[src/rtl/fifo_rd_stream.sv]
`timescale 1ns / 1ps
// fifo_rd_stream: read-side consumer for a standard-mode dual-clock FIFO.
// It issues fifo_rd_en and captures fifo_dout on the cycle after the read.
// Captured words sit in a 3-entry skid buffer and leave as a valid/ready stream.
// Reads are credit-limited (level + inflight < 3), so the buffer cannot overflow.
// fifo_rd_en depends only on registers, fifo_empty, flush and rst_n, never on out_ready.
//
// Ports
//   rd_clk      read-domain clock, posedge
//   rst_n       asynchronous active-low reset
//   flush       synchronous discard of buffered and in-flight words
//   fifo_empty  FIFO empty flag
//   fifo_rd_en  FIFO read strobe
//   fifo_dout   FIFO data, valid the cycle after an accepted read
//   out_valid   out_data holds a word
//   out_ready   consumer accepts the word
//   out_data    head word of the skid buffer
//   level       words held in the skid buffer (0..3)
module fifo_rd_stream #(
  parameter int unsigned WIDTH = 32
) (
  input  logic             rd_clk,
  input  logic             rst_n,
  input  logic             flush,
  input  logic             fifo_empty,
  output logic             fifo_rd_en,
  input  logic [WIDTH-1:0] fifo_dout,
  output logic             out_valid,
  input  logic             out_ready,
  output logic [WIDTH-1:0] out_data,
  output logic [1:0]       level
);

  localparam int unsigned Slots = 3;

  logic [WIDTH-1:0] slot_q [Slots];
  logic [WIDTH-1:0] slot_d [Slots];
  logic [1:0]       wr_ptr_q, wr_ptr_d;
  logic [1:0]       rd_ptr_q, rd_ptr_d;
  logic [1:0]       level_q, level_d;
  logic             inflight_q, inflight_d;

  logic [2:0]       credit;
  logic             capture;
  logic             pop;

  function automatic logic [1:0] next_ptr(input logic [1:0] p);
    return (p == 2'd2) ? 2'd0 : p + 2'd1;
  endfunction

  // Outputs come straight from registers, so nothing here depends on out_ready.
  assign out_valid = (level_q != 2'd0);
  assign out_data  = slot_q[rd_ptr_q];
  assign level     = level_q;

  always_comb begin
    credit     = {1'b0, level_q} + {2'b00, inflight_q};
    // Holding rd_en low while rst_n is low keeps the FIFO idle during reset.
    fifo_rd_en = rst_n && !fifo_empty && !flush && (credit < 3'd3);
    capture    = inflight_q && !flush;
    // Flush wins over a simultaneous pop; the word is dropped with the rest.
    pop        = out_valid && out_ready && !flush;

    slot_d     = slot_q;
    wr_ptr_d   = wr_ptr_q;
    rd_ptr_d   = rd_ptr_q;
    level_d    = level_q;
    inflight_d = fifo_rd_en;

    if (flush) begin
      wr_ptr_d = 2'd0;
      rd_ptr_d = 2'd0;
      level_d  = 2'd0;
    end else begin
      if (capture) begin
        slot_d[wr_ptr_q] = fifo_dout;
        wr_ptr_d         = next_ptr(wr_ptr_q);
      end
      if (pop) begin
        rd_ptr_d = next_ptr(rd_ptr_q);
      end
      unique case ({capture, pop})
        2'b10:   level_d = level_q + 2'd1;
        2'b01:   level_d = level_q - 2'd1;
        default: level_d = level_q;
      endcase
    end
  end

  always_ff @(posedge rd_clk or negedge rst_n) begin
    if (!rst_n) begin
      for (int i = 0; i < Slots; i++) begin
        slot_q[i] <= '0;
      end
      wr_ptr_q   <= 2'd0;
      rd_ptr_q   <= 2'd0;
      level_q    <= 2'd0;
      inflight_q <= 1'b0;
    end else begin
      slot_q     <= slot_d;
      wr_ptr_q   <= wr_ptr_d;
      rd_ptr_q   <= rd_ptr_d;
      level_q    <= level_d;
      inflight_q <= inflight_d;
    end
  end

endmodule
[config.mk]
export PLATFORM = sky130hd
export DESIGN_NAME = fifo_rd_stream
export DESIGN_NICKNAME = d
export VERILOG_FILES = /design/src/rtl/fifo_rd_stream.sv
export SDC_FILE = /design/constraint.sdc
export NUM_CORES = 1
export LEC_CHECK = 0
export CAP_MARGIN = 15
export CORE_AREA = 4 4 102 104
export CTS_CLUSTER_DIAMETER = 30
export DETAILED_ROUTE_END_ITERATION = 10
export DIE_AREA = 0 0 106 108
export PLACE_DENSITY = 0.73
export SYNTH_ARGS = -nofsm -noshare
export SYNTH_HDL_FRONTEND = slang
export SYNTH_SLANG_ARGS = --single-unit
[constraint.sdc]
create_clock -name rd_clk -period 2.3 [get_ports rd_clk]
set_input_delay 0.23 -clock rd_clk [delete_from_list [all_inputs] [get_ports rd_clk]]
set_output_delay 0.23 -clock rd_clk [all_outputs]
set_load 0.01 [all_outputs]
Word level (Yosys, flattened, before mapping):

Index checks and enable logic that the tools add are counted.

* register bits after elaboration: 103
* input port bits: 37
* output and inout bits: 36
* word-level logic and storage cells: 51

* add/subtract/negate cells: 5
* order comparisons: 4
* equality and inequality tests: 4
* multiplexer cells: 14
* bitwise gates (word level): 3
* reductions and logical operators: 14

Operators by type and width (count)
* 96-bit bitwise mux: 1
* 32-bit 2-to-1 mux: 3
* 32-bit binary-select mux with 2-bit select: 1
* 32-bit demux with 2-bit select: 1
* 2-bit 2-to-1 mux: 7
* 1-bit logical AND: 7
* 2-bit by 1-bit adder with 2-bit output (second input constant): 3
* 2-bit equality test (second input constant): 3
* 3-bit >= comparator (second input constant): 2
* 2-bit NOT with 3-bit output: 2
* 2-bit nonzero test: 3
* 2-bit case mux with 2 select lines: 1
* 2-bit by 1-bit adder with 3-bit output: 1
* 3-bit by 1-bit less-than comparator with 1-bit output (second input constant): 1
* 3-bit by 2-bit less-than comparator with 1-bit output (second input constant): 1
* 3-bit nonzero test: 1
* 2-bit by 1-bit equality test with 1-bit output (second input constant): 1
* 1-bit logical NOT: 2
* 2-bit AND reduction: 1
* 2-bit by 1-bit subtractor with 2-bit output (second input constant): 1
* 1-bit NOT: 1

Longest topological paths before layout:

* word-level depth: 6
* gate-level depth with buffers: 6
* mapped depth without buffers: 4

Least setup slack after synthesis:

OpenSTA, ideal clock, no wires.

* kind: flip-flop to output port
* from: reg inflight_q
* to: out fifo_rd_en
* arrival: 1.661 ns
* required time: 2.070 ns
* path slack: 0.409 ns
* cell stages (with the launch flop): 5
* buffers on the path: 0
* cells stage by stage: dfrtp_1 ha_1 ha_1 or4b_2 a21oi_1

* word-level cells in the longest chain between the ends: 3

RTL lines
* start, declared: line 41 `logic inflight_q, inflight_d;`
* start signal, assigned: line 104 `inflight_q <= inflight_d;`
* 2-bit by 1-bit adder with 3-bit output: line 57 `credit = {1'b0, level_q} + {2'b00, inflight_q};`
* 3-bit by 2-bit less-than comparator with 1-bit output: line 59 `fifo_rd_en = rst_n && !fifo_empty && !flush && (credit < 3'd3);`
* 1-bit logical AND: line 59
* end, declared: line 26 `output logic fifo_rd_en,`

No other way between the ends.

Worst setup path after layout:

* from: reg rd_ptr_q[1]
* to: out out_data[21]

* word-level cells in the longest chain between the ends: 4

RTL lines
* start, declared: line 39 `logic [1:0] rd_ptr_q, rd_ptr_d;`
* start signal, assigned: line 102 `rd_ptr_q <= rd_ptr_d;`
* 2-bit NOT with 3-bit output (not written as such): line 53 `assign out_data = slot_q[rd_ptr_q];`
* 32-bit binary-select mux with 2-bit select: line 53
* 32-bit 2-to-1 mux (not written as such) (2 in a row): line 53
* end, declared: line 30 `output logic [WIDTH-1:0] out_data,`

No other way between the ends. The select of a mux whose other input is x is not followed.

==> impl_results.html <==
<table>
<tr><th>Metric</th><th>Value</th></tr>
<tr><th colspan="2">Clock network</th></tr>
<tr><td>Number of buffers added by the clock tree synthesis step</td><td>9</td></tr>
<tr><td>H-Tree Level Count</td><td>3</td></tr>
<tr><td>Root buffer cell</td><td>clkbuf_8</td></tr>
<tr><td>Clk buf depth</td><td>2</td></tr>
<tr><td>Clock-pin slew on the worst setup and hold paths</td><td>around 90 ps</td></tr>
<tr><td>Clock network latency to the later pin of the worst-skew pair</td><td>360 ps</td></tr>
<tr><td># clock sinks</td><td>103</td></tr>
<tr><td>TritonCTS clock tree</td><td>done</td></tr>
<tr><th colspan="2">Detailed routing</th></tr>
<tr><td>Met1 Routed Length</td><td>4682 um</td></tr>
<tr><td>Routed wire length</td><td>9512 um</td></tr>
<tr><td>Uppermost layer routed</td><td>met4</td></tr>
<tr><td>Initial detailed-routing violation count</td><td>123</td></tr>
<tr><td>Met3 wirelength from detailed routing</td><td>357 um</td></tr>
<tr><td>Via count</td><td>between 2000 and 3000</td></tr>
<tr><td>Via-to-Cell Ratio</td><td>around 5.2</td></tr>
<tr><td>Number of search-and-repair iterations in the first detailed-routing pass</td><td>4</td></tr>
<tr><td>DRC viols</td><td>0</td></tr>
<tr><td>Average wire length per cell after detail routing</td><td>16.78 um</td></tr>
<tr><td>Length of routed met2 wiring</td><td>4346 um</td></tr>
<tr><td>Number of nets with antenna violations after detailed routing</td><td>0</td></tr>
<tr><th colspan="2">Min path</th></tr>
<tr><td>Hold Path Depth</td><td>1</td></tr>
<tr><td>Class of the most critical hold timing path</td><td>flop to flop</td></tr>
<tr><th colspan="2">Floorplan</th></tr>
<tr><td>Height of the die</td><td>108 um</td></tr>
<tr><td>Starting Density</td><td>48.60%</td></tr>
<tr><td>Placement row count</td><td>36</td></tr>
<tr><td>Horizontal die dimension</td><td>106 um</td></tr>
<tr><td>Total core area</td><td>9549 um2</td></tr>
<tr><td>Die area</td><td>11450 um2</td></tr>
<tr><td>Top-level port count</td><td>73</td></tr>
<tr><th colspan="2">Synth</th></tr>
<tr><td>Fraction of registers with async set/reset</td><td>100.0%</td></tr>
<tr><td>Synthesized instance count</td><td>around 350</td></tr>
<tr><td>Adder and majority cell fraction of the synthesized area</td><td>0.5392%</td></tr>
<tr><td>Sequential area share after synthesis</td><td>55.54%</td></tr>
<tr><td>Combinational family with the most area after synthesis</td><td>multiplexers</td></tr>
<tr><td>Fraction of the mapped netlist area in simple logic gates</td><td>6.174%</td></tr>
<tr><td>Dominant cells by area after synthesis</td><td>dfrtp_1 56%, mux2_2 22%, mux2i_1 7.3%</td></tr>
<tr><td>Number of register bits inferred by synthesis</td><td>approximately 100</td></tr>
<tr><td>Most frequently used cell type in the post-synthesis netlist</td><td>dfrtp_1</td></tr>
<tr><td>EDFF count, synth</td><td>0</td></tr>
<tr><td>Syn. warnings</td><td>0</td></tr>
<tr><td>Xor/xnor cell area share of the yosys netlist</td><td>0%</td></tr>
<tr><td>Mean area per synthesized cell</td><td>~13 um2</td></tr>
<tr><td>Leading post-synthesis cells by instance count</td><td>103 x dfrtp_1, 92 x mux2_2, 34 x mux2i_1, 34 x o21ai_0, 33 x nand2_1</td></tr>
<tr><td>Post-synth top flop</td><td>dfrtp_1</td></tr>
<tr><td>Synth cell types</td><td>26</td></tr>
<tr><td>Top cell type's share of synthesized area</td><td>55.54%</td></tr>
<tr><td>Area of the mapped netlist</td><td>4641 um2</td></tr>
<tr><td>Leading area contributor after synthesis</td><td>dfrtp_1</td></tr>
<tr><td>Area fraction in compound gates after synthesis</td><td>4.260%</td></tr>
<tr><td>Mux contribution to synthesized area</td><td>between 30% and 40%</td></tr>
<tr><td>Nets in the synthesized netlist</td><td>386</td></tr>
<tr><th colspan="2">STA</th></tr>
<tr><td>Final worst clock skew</td><td>10.81 ps</td></tr>
<tr><td>Timing-limited maximum frequency</td><td>between 400 and 500 MHz</td></tr>
<tr><td>Final Slew Violations</td><td>0</td></tr>
<tr><td>Crit share post-route</td><td>96.29%</td></tr>
<tr><td>Final hold vios</td><td>0</td></tr>
<tr><td>Worst Hold Margin</td><td>~490 ps</td></tr>
<tr><td>Worst Setup Slack, final</td><td>85.27 ps</td></tr>
<tr><td>Worst-case headroom to the max-slew limit</td><td>between 50 and 60%</td></tr>
<tr><td>Shortest period the worst path allows</td><td>2215 ps</td></tr>
<tr><td>Unrepaired setup endpoints after global routing</td><td>no</td></tr>
<tr><td>Final setup fails</td><td>0</td></tr>
<tr><td>Slew of the pin with the lowest slew margin</td><td>between 600 and 700 ps</td></tr>
<tr><th colspan="2">Critical path</th></tr>
<tr><td>Buffer and inverter count on the worst path</td><td>2</td></tr>
<tr><td>Slowest-stage cell, CP</td><td>clkdlybuf4s50_1</td></tr>
<tr><td>Required time worst endpoint</td><td>2070 ps</td></tr>
<tr><td>CP arrival</td><td>~2000 ps</td></tr>
<tr><td>Critical path, cell by cell</td><td>nor2b_2, buf_12, nand2_1, o21ai_1, clkdlybuf4s50_1</td></tr>
<tr><td>Number of cells on the worst reg-to-reg path</td><td>5</td></tr>
<tr><td>Family of cells with the greatest summed delay on the critical path</td><td>buffers and inverters</td></tr>
<tr><td>Biggest fanout along the worst timing path</td><td>23</td></tr>
<tr><td>Endpoint type of the worst setup path</td><td>output port</td></tr>
<tr><td>Type of the worst setup path</td><td>flop to output port</td></tr>
<tr><td>Highest cell delay on the worst timing path</td><td>580 ps</td></tr>
<tr><td>Crit path depth</td><td>5</td></tr>
<tr><td>Type of element launching the critical path</td><td>flop</td></tr>
<tr><th colspan="2">Global routing</th></tr>
<tr><td>Total gr overflow</td><td>0</td></tr>
<tr><td>Total Routing Usage GR</td><td>17.61%</td></tr>
<tr><td>Pin count of the biggest net entering global routing</td><td>between 50 and 60</td></tr>
<tr><td>Via count of the first global-routing pass</td><td>3106</td></tr>
<tr><td>Initial antenna violation count</td><td>0</td></tr>
<tr><td>First-pass GRT wire length</td><td>15940 um</td></tr>
<tr><th colspan="2">Finish</th></tr>
<tr><td>Fill cell instance count of the final layout</td><td>759</td></tr>
<tr><td>Final #Nets</td><td>468</td></tr>
<tr><td>Area of the multi-input gates</td><td>1941 um2</td></tr>
<tr><td>Synthesis-to-finish area growth</td><td>25.48%</td></tr>
<tr><td>Footprint of the flip-flops and latches</td><td>between 2000 and 3000 um2</td></tr>
<tr><td>Finished Cell Area</td><td>approximately 5800 um2</td></tr>
<tr><td>Ant diodes</td><td>0</td></tr>
<tr><td>Fraction of final layout cells with drive strength greater than 1</td><td>a little under a third</td></tr>
<tr><th colspan="2">Place</th></tr>
<tr><td>Total cell area at the placement stage</td><td>5559 um2</td></tr>
<tr><td>Half-perimeter wire length of the detailed placement result</td><td>6043 um</td></tr>
<tr><td>Placer congestion estimate</td><td>0.7128</td></tr>
<tr><td>Pre-CTS WS</td><td>-61.69 ps</td></tr>
<tr><td>IO Port Bufs</td><td>72</td></tr>
<tr><th colspan="2">Power and ir drop</th></tr>
<tr><td>Design Power</td><td>about 4300 uW</td></tr>
<tr><td>Maximum vdd ir drop</td><td>about 0.35 mV</td></tr>
<tr><td>Static leakage</td><td>0.002538 uW</td></tr>
<tr><td>Power per unit of standard cell area</td><td>742.8 nW/um2</td></tr>
<tr><th colspan="2">Job</th></tr>
<tr><td>Max-cap viol count</td><td>0</td></tr>
<tr><th colspan="2">Run status</th></tr>
<tr><td>Run status</td><td>complete, no violations</td></tr>
</table>
==> logic make-up (layout without fill, tap and decap cells) <==
logic type      after synthesis  in the layout
compound gates               39             39
fa+ha+maj                     2              2
buf+inv                      20            107
flops                       103            103
mux                         130            130
simple gates                 53             53
==> layout make-up <==
cell class	count	share of cell area, %
Timing Repair Buffer	91	15.86
Multi-Input combinational cell	224	33.33
Clock buffer	11	2.256
Clock inverter	5	1.418
Sequential cell	103	44.28
Tap cell	133	2.858
==> state kept, by name, summed over array words and instances (netlist names) <==
signal	count
inflight_q	1
level	2
rd_ptr_q	2
slot_q	96
wr_ptr_q	2
==> report_power, final <==
part	internal, uW	leakage, uW	switching (uW)	total [uW]
registers	2050	0.00135	119	2170
logic	564	0.00108	362	926
clock network	617	0.000107	609	1230
==> worst paths after layout <==
check / to / slack, ps / from
max: out_data[21] / 90 / rd_ptr_q[1]
min: slot_q[70] / 490 / slot_q[70]
max reg2reg: slot_q[51] / 700 / inflight_q
min reg2reg: slot_q[70] / 490 / slot_q[70]
max in group asynchronous: rd_ptr_q[1] / 590 / rst_n
min in group asynchronous: inflight_q / 530 / rst_n
==> cell usage in the layout, fill, tap and decap left out, drive strengths merged, types with 3 or more instances in the layout <==
| master | instances |
|---|---|
| buf | 20 |
| mux2i | 34 |
| nand2b | 3 |
| a21oi | 4 |
| nor2 | 5 |
| dfrtp | 103 |
| clkdlybuf4s50 | 67 |
| clkinv | 3 |
| dlymetal6s2s | 3 |
| nand2 | 33 |
| o21ai | 34 |
| mux2 | 96 |
| clkbuf | 11 |
==> per-layer routing <==
metal | vias to the layer above | GRT usage (%)
met5 | - | 0
met4 | 0 | 6.013
met3 | 12 | 3.045
met2 | 57 | 27.23
met1 | 1494 | 25.35
li1 | 1396 | -
==> metrics by stage <==
stage	cells	util [%]	TNS (ps)
2_1_floorplan	347	-	0
3_3_place_gp	547	58.22	-9.638
3_5_place_dp	547	58.22	-61.69
4_1_cts	567	60.86	0
5_1_grt	567	60.98	0
6_report	567	60.98	0
==> repair_timing <==
| action | 4_1_cts | 5_1_grt |
|---|---|---|
| setup buffers | 3 | 0 |
| hold buffers | 1 | 0 |
| hold endpoints to repair | 28 | 0 |
| endpoints found under the setup margin | 27 | 4 |
| gates resized for setup | 7 | 5 |
Note: power is estimated with default switching activity, not from simulation.
